## src/rtl/lcv_mac_frame_acc.sv

```systemverilog
// Frame accumulator behind the 33-bit MAC stage: sums the beats of each frame with
// per-beat saturation and emits one result (sum, beat count, sat flag) per frame.
module lcv_mac_frame_acc #(
  parameter int IN_WIDTH  = 33,
  parameter int ACC_WIDTH = 40,
  parameter int CNT_WIDTH = 16
) (
  input  logic                 clk,
  input  logic                 rst,
  input  logic                 flush,
  input  logic                 in_valid,
  output logic                 in_ready,
  input  logic [IN_WIDTH-1:0]  in_data,
  input  logic                 in_last,
  output logic                 out_valid,
  input  logic                 out_ready,
  output logic [ACC_WIDTH-1:0] out_data,
  output logic [CNT_WIDTH-1:0] out_count,
  output logic                 out_sat
);

  typedef enum logic {IDLE, ACCUM} state_t;

  localparam logic [ACC_WIDTH-1:0] ACC_MAX = {1'b0, {(ACC_WIDTH-1){1'b1}}};
  localparam logic [ACC_WIDTH-1:0] ACC_MIN = {1'b1, {(ACC_WIDTH-1){1'b0}}};

  state_t                 state_q;
  logic [ACC_WIDTH-1:0]   acc_q;
  logic [CNT_WIDTH-1:0]   cnt_q;
  logic                   sticky_q;
  logic                   out_valid_q;
  logic [ACC_WIDTH-1:0]   out_data_q;
  logic [CNT_WIDTH-1:0]   out_count_q;
  logic                   out_sat_q;

  logic                   accept;
  logic [ACC_WIDTH-1:0]   acc_base;
  logic [ACC_WIDTH:0]     sum_d;
  logic                   sat_now_d;
  logic [ACC_WIDTH-1:0]   clamped_d;
  logic [CNT_WIDTH-1:0]   cnt_d;

  assign in_ready = rst && (!out_valid_q || out_ready);
  assign accept   = in_valid && in_ready;

  // In IDLE the accumulator is zero by construction; gating it keeps a frame start clean.
  assign acc_base  = (state_q == IDLE) ? '0 : acc_q;
  assign sum_d     = {acc_base[ACC_WIDTH-1], acc_base}
                   + {{(ACC_WIDTH+1-IN_WIDTH){in_data[IN_WIDTH-1]}}, in_data};
  assign sat_now_d = sum_d[ACC_WIDTH] ^ sum_d[ACC_WIDTH-1];
  assign clamped_d = !sat_now_d ? sum_d[ACC_WIDTH-1:0]
                   : (sum_d[ACC_WIDTH] ? ACC_MIN : ACC_MAX);
  assign cnt_d     = (&cnt_q) ? cnt_q : cnt_q + 1'b1;

  always_ff @(posedge clk or negedge rst) begin
    if (!rst) begin
      state_q     <= IDLE;
      acc_q       <= '0;
      cnt_q       <= '0;
      sticky_q    <= 1'b0;
      out_valid_q <= 1'b0;
      out_data_q  <= '0;
      out_count_q <= '0;
      out_sat_q   <= 1'b0;
    end else begin
      if (out_valid_q && out_ready) begin
        out_valid_q <= 1'b0;
      end
      if (flush) begin
        state_q  <= IDLE;
        acc_q    <= '0;
        cnt_q    <= '0;
        sticky_q <= 1'b0;
      end else if (accept) begin
        if (in_last) begin
          state_q     <= IDLE;
          acc_q       <= '0;
          cnt_q       <= '0;
          sticky_q    <= 1'b0;
          out_valid_q <= 1'b1;
          out_data_q  <= clamped_d;
          out_count_q <= cnt_d;
          out_sat_q   <= sticky_q | sat_now_d;
        end else begin
          state_q  <= ACCUM;
          acc_q    <= clamped_d;
          cnt_q    <= cnt_d;
          sticky_q <= sticky_q | sat_now_d;
        end
      end
    end
  end

  assign out_valid = out_valid_q;
  assign out_data  = out_data_q;
  assign out_count = out_count_q;
  assign out_sat   = out_sat_q;

endmodule
```

## config.mk

```make
export PLATFORM = sky130hd
export DESIGN_NAME = lcv_mac_frame_acc
export DESIGN_NICKNAME = d
export VERILOG_FILES = /design/src/rtl/lcv_mac_frame_acc.sv
export SDC_FILE = /design/constraint.sdc
export NUM_CORES = 1
export LEC_CHECK = 0
export BUFFER_PORTS_ARGS = -buffer_cell sky130_fd_sc_hd__buf_2
export CAP_MARGIN = 20
export CELL_PAD_IN_SITES_DETAIL_PLACEMENT = 1
export CELL_PAD_IN_SITES_GLOBAL_PLACEMENT = 2
export CORE_ASPECT_RATIO = 0.7
export CORE_MARGIN = 5
export CORE_UTILIZATION = 25
export CTS_CLUSTER_SIZE = 30
export DETAILED_ROUTE_END_ITERATION = 10
export GPL_TIMING_DRIVEN = 1
export PLACE_DENSITY = 0.57
export SYNTH_ARGS = -nofsm -noshare
export SYNTH_HDL_FRONTEND = slang
export SYNTH_SLANG_ARGS = --single-unit
```

## constraint.sdc

```tcl
create_clock -name clk -period 5.49 [get_ports clk]
set_clock_uncertainty 0.2 [all_clocks]
set_input_delay 1.098 -clock clk [delete_from_list [all_inputs] [get_ports clk]]
set_output_delay 1.098 -clock clk [all_outputs]
set_load 0.05 [all_outputs]
```

## Word level (Yosys, flattened, before mapping)

Index checks and enable logic that the tools add are counted.

- Reductions and logical operators: 8
- Eq/ne operators: 0
- Shifts and indexed selects: 0
- Bitwise gates (word level): 3
- Multipliers: 0
- Div/mod/pow operators: 0
- Add/subtract/negate cells: 2
- Multiplexer cells: 20
- $lt $le $gt $ge: 0

Operator list:

| operator | count |
|---|---|
| $mux 40 | 6 |
| $mux 16 | 4 |
| $add 40x33->41 | 1 |
| $add 16x1->16 const B | 1 |
| $reduce_and 16->1 | 1 |
| $mux 1 | 10 |
| $logic_and 1x1->1 | 3 |
| $reduce_and 3->1 | 1 |
| $reduce_bool 2->1 | 1 |
| $logic_not 1->1 | 1 |
| $logic_or 1x1->1 | 1 |
| $not 1->1 | 1 |
| $or 1x1->1 | 1 |
| $xor 1x1->1 | 1 |

- Output and inout port bits: 59
- Bits in writable memories: 0
- Input port bits: 39
- Register bits: 116
- Latch bits: 0
- Memory bits (read-only): 0
- Memories kept: 0
- Word-level logic and storage cells: 41

## Logic depth before layout (Yosys ltp)

Gate-level depths: netlist of run 1.

- Depth after elaboration: 7
- Mapped depth: 15
- Gate-level depth less buffers: 13

## Worst setup path after synthesis of run 1

OpenSTA, ideal clock, no wires.

- Kind: input to register
- Start: in in_data[0]
- End: reg out_data_q[29] (netlist: out_data[29])
- Setup time: 0.092 ns
- Data arrival time: 3.603 ns
- Path buffers: 2
- Setup slack: 1.595 ns
- Required time: 5.198 ns
- Stages: 14
- Cells stage by stage: ha_1 > inv_1 > fa_1 > nand2b_1 > a21oi_1 > nor2b_1 > o31ai_4 > a31oi_2 > o211ai_2 > and2_1 > buf_4 > buf_6 > nor2_1 > o31ai_2

- Cells in the longest elaborated chain, start to end: 3
- Elaborated cells on any way between the ends: 4
- Classes of those cells: add/sub: 1; mux: 2; bitwise: 1

RTL lines:

| element | RTL line | source |
|---|---|---|
| from (decl) | 13 | `input logic [IN_WIDTH-1:0] in_data,` |
| $add 40x33->41 * | 49 | `+ {{(ACC_WIDTH+1-IN_WIDTH){in_data[IN_WIDTH-1]}}, in_data};` |
| $mux 40 or $xor 1x1->1 (tied branches) | 52, 50 |  |
| $mux 40 * | 51 | `assign clamped_d = !sat_now_d ? sum_d[ACC_WIDTH-1:0]` |
| to (signal assigned) | 81 | `out_data_q <= clamped_d;` |
| to (decl) | 32 | `logic [ACC_WIDTH-1:0] out_data_q;` |

Mark *: on every way between the ends. The rest lies on a longest branch, timed or not.
A chain may end at the register's enable or synchronous reset.

## Final worst setup path of run 1

- Start: reg state_q
- End: reg acc_q[1]

- Cells in the longest elaborated chain, start to end: 7
- Elaborated cells on any way between the ends: 8
- Classes of those cells: add/sub: 1; mux: 6; bitwise: 1

RTL lines:

| element | RTL line | source |
|---|---|---|
| from (decl) | 27 | `state_t state_q;` |
| from (signal assigned) | 57 | `state_q <= IDLE;` |
| from (signal assigned) | 70 | `state_q <= IDLE;` |
| from (signal assigned) | 76 | `state_q <= IDLE;` |
| $mux 40 * | 47 | `assign acc_base = (state_q == IDLE) ? '0 : acc_q;` |
| $add 40x33->41 * | 49 |  |
| $mux 40 or $xor 1x1->1 (tied branches) | 52, 50 |  |
| $mux 40 * | 51 |  |
| $mux 40 * | 75 | `if (in_last) begin` |
| $mux 40 * | 74 | `end else if (accept) begin` |
| $mux 40 * | 69 | `if (flush) begin` |
| to (signal assigned) | 86 | `acc_q <= clamped_d;` |
| to (decl) | 28 | `logic [ACC_WIDTH-1:0] acc_q;` |

Mark *: on every way between the ends. The rest lies on a longest branch, timed or not. The select of a mux whose other input is x is not followed.

==> results of run 1 <==
## state kept, by name, indices dropped and copies added, names as in the netlist
signal and cells:
acc_q 40, out_data 40, cnt_q 16, out_count 16
out_sat 1, out_valid 1, state_q 1, sticky_q 1
## synthesized netlist by cell type (11+ instances only)
library cell  instances
xor2_1               21
inv_1                14
a21o_1               13
a21oi_1              78
dfrtp_1             116
o21ai_0             107
nor2_1               59
nand3_1              14
a211oi_1             11
ha_1                 41
xnor2_1              23
o21ai_1              11
and2_1               53
a221o_1              11
nand2_1             119
clkbuf_1             30
nand4_1              13
## metrics by stage
stage,instances,instance area (sq um)
floorplan,884,7580
global placement,1365,8530
detailed placement,1365,8530
CTS,1397,9180
global route,1397,9180
finish,1397,9180
## power by group through the flow
| stage | clock, mW | sequential, mW | combinational, mW |
|---|---|---|---|
| 6_report | 1.26 | 0.987 | 0.652 |
| 5_1_grt | 1.33 | 1.00 | 0.703 |
| 4_1_cts | 1.29 | 0.990 | 0.666 |
| 3_5_place_dp | 0 | 1.00 | 0.664 |
| 3_3_place_gp | 0 | 1.00 | 0.663 |
| 2_1_floorplan | 0 | 1.26 | 0.193 |
## worst register-to-register path: cells and delay by family, from the launching register on
| family | cells | cell delay [ns] |
|---|---|---|
| AOI/OAI and AO/OA | 5 | 1.67 |
| DFF | 1 | 0.34 |
| adders and majority gates | 2 | 0.58 |
| and+or+nand+nor | 5 | 1.17 |
| buffers and inverters | 2 | 0.36 |
## metal layers
metal  wire [um]  up-vias  share of wire
met4         237        0         0.0081
li1            -     3347              -
met1       16200     3399           0.55
met5           0        -              0
met3         859       18          0.029
met2       12100       94           0.41
## layout make-up
class,instances,area (sq um),area share
clock buffer,21,470,0.0513
clock inverter,11,173,0.0188
inverter,14,52.6,0.00573
multi-input combinational,706,4420,0.482
sequential,116,2900,0.316
tap,412,515,0.0562
timing repair buffer,117,642,0.0699
## kinds of logic (layout without fill, tap and decap cells)
family / Yosys count / after routing
AND/OR/NAND/NOR: 302 / 302
flip-flops: 116 / 116
AO/OA/AOI/OAI: 304 / 304
adder cells (fa/ha/maj): 45 / 45
XOR/XNOR: 45 / 45
buffers and inverters: 62 / 163
multiplexers: 10 / 10
## path summary, 6_finish.rpt
check,start,end,slack [ns],cells past startpoint
hold reg to reg,out_data[13]$_DFFE_PN0P_,out_data[13]$_DFFE_PN0P_,0.26,2
setup / recovery,state_q$_DFFE_PN0P_,acc_q[1]$_DFFE_PN0P_,1.09,14
min in group asynchronous,rst,out_count[0]$_DFFE_PN0P_,0.38,1
max in group asynchronous,rst,out_data[11]$_DFFE_PN0P_,3.21,3
hold / removal,out_data[13]$_DFFE_PN0P_,out_data[13]$_DFFE_PN0P_,0.26,2
setup reg to reg,state_q$_DFFE_PN0P_,acc_q[1]$_DFFE_PN0P_,1.09,14
==> run metrics, run 1 <==
core footprint 30000 sq um; Pwr Density 316 nW/um^2; total gr overflow 0; RSZ-0062 raised after global routing false; Root Driver clkbuf_16; CP Cell Sequence buf_4, and2_1, ha_1, inv_1, fa_1, nand2b_1, a21oi_1, nor2b_1, o31ai_4, a31oi_2, o211ai_2, or2_1, nand2_1, o221ai_1; CTS resizes 0; Placer Congestion 0.872; Highest Clock Rate 0.227 GHz; switching share of power 0.346; number of max-cap violations 0; worst skew pair latency 0.43 ns; fin util 0.306; global-route wire length before repair 46200 um; ys async rst share 1.00; detailed-route wire length per cell 21.0 um; synth-to-layout area growth 21.0%; GRT Resource Usage Total 0.177; Vias 6858; Die Span Y 156 um; Syn. warnings 0; pin count of the biggest net entering global routing 65; syn_area_per_cell 8.58 sq um; Mapped Area 7580 sq um; final hold slack 0.262 ns; Sw Pwr 1.00 mW; Max FO, Critical Path 24; Slew @ Worst Pin 0.864 ns; Post-CTS Setup Bufs 0; Detailed Route WL 29400 um; Slew Viols, Final 0; slowest stage delay, CP 0.50 ns; Leak 4.19 nW; Post-Synth Simple-Gate Area 0.191; cell row count 53; CTS clk-pin slew, worst paths 0.06 ns; Power, Total 2.90 mW; CP Capture Type flip-flop; buffers and inverters on the worst path 2; initial antenna violation count 0; Slowest cell on crit path o211ai_2; critical path data arrival time 4.53 ns; fin crit period 4.40 ns; Post-Syn Nets 965; fin crit share 0.802; Clock Tree Buf Depth 2; M2 GR Usage 0.251; I/O Buffers 97; Routed Antenna Nets 0; Setup WS pre-CTS 0.676 ns; adder-cell share of the synthesized area 0.0742; Crit path max-delay family compound AO/OA/AOI/OAI gates; TritonCTS clock tree built; leading cell type in the layout, fill and taps excluded nand2_1; NumNets Final 1053; Clk pwr share 0.434; xor and xnor area share after synthesis 0.0530; cts bufs inserted 17; status finished clean; startpoint class of the critical path flip-flop; area leader, netlist dfrtp_1; CP Class flip-flop to flip-flop; most area-consuming cells after synthesis dfrtp_1 (38%), o21ai_0 (7.1%), ha_1 (6.8%); Starting Density 0.253; complex-gate fraction of the synthesized area 0.247; io pins 98; Reg power frac 0.341; Die Wd 218 um; First-pass DRT Iterations 4; vias per cell 4.91; ys flop type dfrtp_1; logic gate share of total power 0.225; clk sink count 116; Final setup viols 0; die area 34000 sq um; Final Hold Viols 0; PnR worst setup slack 1.09 ns; vias in the first global route 7245; H-Tree Depth 4; layout cell share with drive strength beyond 1 0.175; Distinct cells, synth 67; Filler Cell Count 3609; maximum vdd drop 0.130 mV; met1 GRT Util 0.281; share of the yosys chip area belonging to registers 0.383; hpwl dp 21900 um; busiest grt layer met1; largest family of logic cells by synthesized area compound AO/OA/AOI/OAI gates; post-synthesis mux area share 0.0148; Data required, critical path 5.62 ns; GR Layer Usage met3 0.0287; Post-synth EDFFs 0; Setup TNS 0 ns; DRC Markers 0; Mapped Cells 884; hold_buf cts 0; share of the synthesized area in the top cell type 0.383; Worst Hold Class flip-flop to flip-flop; most frequent cells in the layout nand2_1 (118), dfrtp_1 (116), o21ai_0 (106), buf_2 (96), a21oi_1 (77); 1st-iter DRT viols 388; Synth Register Bits 116; n_diodes 0; Internal 1.89 mW; Slew HR 0.423
Power figures use the tool's default switching activity.
==> inputs of run 2 (changes only) <==
==> constraint.sdc (replaced) <==
create_clock -name clk -period 4.45 [get_ports clk]
set_clock_uncertainty 0.2 [all_clocks]
set_input_delay 0.89 -clock clk [delete_from_list [all_inputs] [get_ports clk]]
set_output_delay 0.89 -clock clk [all_outputs]
set_load 0.05 [all_outputs]
==> run 2 against run 1 <==
  * Setup slack got worse by 0.77 ns
  * Highest routed layer unchanged
  * Critical path depth decreased by 2
  * Clock-buffer cell count decreased by 1
  * Fmax increased by 6.6%
  * Largest power group unchanged
  * Sequential power increased by 24%
  * Critical path type unchanged
  * Non-clock buffer count increased by 16
  * Power increased by 18%
==> run metrics, run 2 (synthesis gave the netlist of run 1 again) <==
status finished clean; Placer Congestion 0.790 (-9.4%); Sw Pwr 1.22 mW (+22%); most frequent cells in the layout nand2_1 (118), dfrtp_1 (116), o21ai_0 (106), buf_2 (96), a21oi_1 (77); logic gate share of total power 0.238 (+0.013); hold path startpoint out_data[34]$_DFFE_PN0P_; clk sink count 116 (unchanged); Setup TNS 0 ns (unchanged); core footprint 30000 sq um (unchanged); Die Wd 218 um (unchanged); number of max-cap violations 0 (unchanged); Reg2Reg Setup Slack 0.32 ns (-0.77 ns); Worst Hold Class flip-flop to flip-flop; fin util 0.309 (+0.00267); hold_buf cts 0 (unchanged); CP Capture Type flip-flop; Slew HR 0.374 (-0.0490); Vias 6998 (+2.0%); fin crit share 0.928 (+0.126); total gr overflow 0 (unchanged); Pwr Density 370 nW/um^2 (+17%); detailed-route wire length per cell 20.8 um (-0.95%); NumNets Final 1069 (+1.5%); cts bufs inserted 17 (unchanged); H-Tree Depth 4 (unchanged); Slew @ Worst Pin 0.939 ns (+0.0754 ns); Clock Tree Buf Depth 2 (unchanged); CTS resizes 0 (unchanged); startpoint class of the critical path flip-flop; global-route wire length before repair 45400 um (-1.7%); cell row count 53 (unchanged); hpwl dp 21800 um (-0.50%); 1st-iter DRT viols 397 (+2.3%); reg2reg end out_data[34]$_DFFE_PN0P_; First-pass DRT Iterations 4 (unchanged); fin crit period 4.13 ns (-0.273 ns); R2R cell count 12 (-2); DRC Markers 0 (unchanged); maximum vdd drop 0.189 mV (+45%); pin count of the biggest net entering global routing 66 (+1.5%); GRT Resource Usage Total 0.174 (-0.00315); CP Class flip-flop to flip-flop; Final Hold Viols 0 (unchanged); n_diodes 0 (unchanged); Slew Viols, Final 0 (unchanged); reg2reg start state_q$_DFFE_PN0P_; hold path endpoint out_data[34]$_DFFE_PN0P_; io pins 98 (unchanged); Routed Antenna Nets 0 (unchanged); vias in the first global route 7240 (-0.069%); Post-CTS Setup Bufs 0 (unchanged); TritonCTS clock tree built; vias per cell 4.96 (+1.0%); Final setup viols 0 (unchanged); worst skew pair latency 0.43 ns (about the same); Root Driver clkbuf_16; Internal 2.20 mW (+16%); synth-to-layout area growth 22.1%; Leak 4.25 nW (+1.4%); final hold slack 0.267 ns (+0.00570 ns); Starting Density 0.253 (unchanged); Max FO, Critical Path 41 (+71%); Detailed Route WL 29400 um (about the same); switching share of power 0.356 (+0.0103); layout cell share with drive strength beyond 1 0.186 (+0.0116); die area 34000 sq um (unchanged); initial antenna violation count 0 (unchanged); Highest Clock Rate 0.242 GHz (+6.6%); RSZ-0062 raised after global routing false; Die Span Y 156 um (unchanged); critical path data arrival time 4.20 ns (-0.33 ns); crit path from state_q$_DFFE_PN0P_; leading cell type in the layout, fill and taps excluded nand2_1; Clk pwr share 0.406 (-0.028); CTS clk-pin slew, worst paths 0.05 ns (about the same); hold path depth 2 (unchanged); Data required, critical path 4.52 ns (-1.10 ns); I/O Buffers 97 (unchanged); Reg power frac 0.357 (+0.016)
==> run 2: per-layer routing <==
layer | up-vias | GRT usage | routed length [um]
met1 | 3510 | 0.271 | 15900
met4 | 0 | 0.0338 | 232
met5 | - | 0 | 0
met2 | 99 | 0.253 | 12300
met3 | 16 | 0.0291 | 901
li1 | 3373 | - | -
==> run 2: layout make-up <==
type | instances | area, sq um
clock buffers | 20 | 457
clock inverters | 10 | 109
fillers | 3605 | 20700
inverters | 14 | 52.6
multi-input cells | 706 | 4420
flip-flops and latches | 116 | 2900
well taps | 412 | 515
repair buffers | 133 | 800
==> run 2: stage by stage <==
step	cell area [sq um]	total power [mW]	std cells	setup slack [ns]
2_1_floorplan	7580	1.79	884	0.763
4_1_cts	9260	3.48	1411	0.300
3_3_place_gp	8690	2.06	1381	0.00501
5_1_grt	9260	3.58	1411	0.0851
3_5_place_dp	8690	2.07	1381	0.0372
6_report	9260	3.42	1411	0.322
==> run 2: critical path: stages (launching register included) <==
cell,delay (ns)
dfrtp_1,0.39
buf_12,0.19
and2_1,0.16
ha_1,0.39
a21oi_1,0.25
o21ai_0,0.16
o21ai_0,0.49
nand2_1,0.18
a31oi_1,0.64
nor2_1,0.19
or3b_1,0.41
a31oi_1,0.22
o21ai_0,0.09
==> run 2: worst max path at each step <==
stage,depth (start not counted),slack (ns),to
after detailed placement,11,0.04,out_data[34]$_DFFE_PN0P_
after floorplan,14,0.76,out_data[29]$_DFFE_PN0P_
final,12,0.32,out_data[34]$_DFFE_PN0P_
after CTS,12,0.30,out_data[34]$_DFFE_PN0P_
after global placement,11,0.005,out_data[34]$_DFFE_PN0P_
after global routing,12,0.09,acc_q[34]$_DFFE_PN0P_
==> run 2: power by group through the flow <==
stage                     clock network (mW)  logic, mW  registers [mW]
final                                   1.39      0.814            1.22
after global routing                    1.47      0.874            1.24
after CTS                               1.42      0.827            1.22
after detailed placement                   0      0.826            1.24
after global placement                     0      0.822            1.24
after floorplan                            0      0.239            1.55
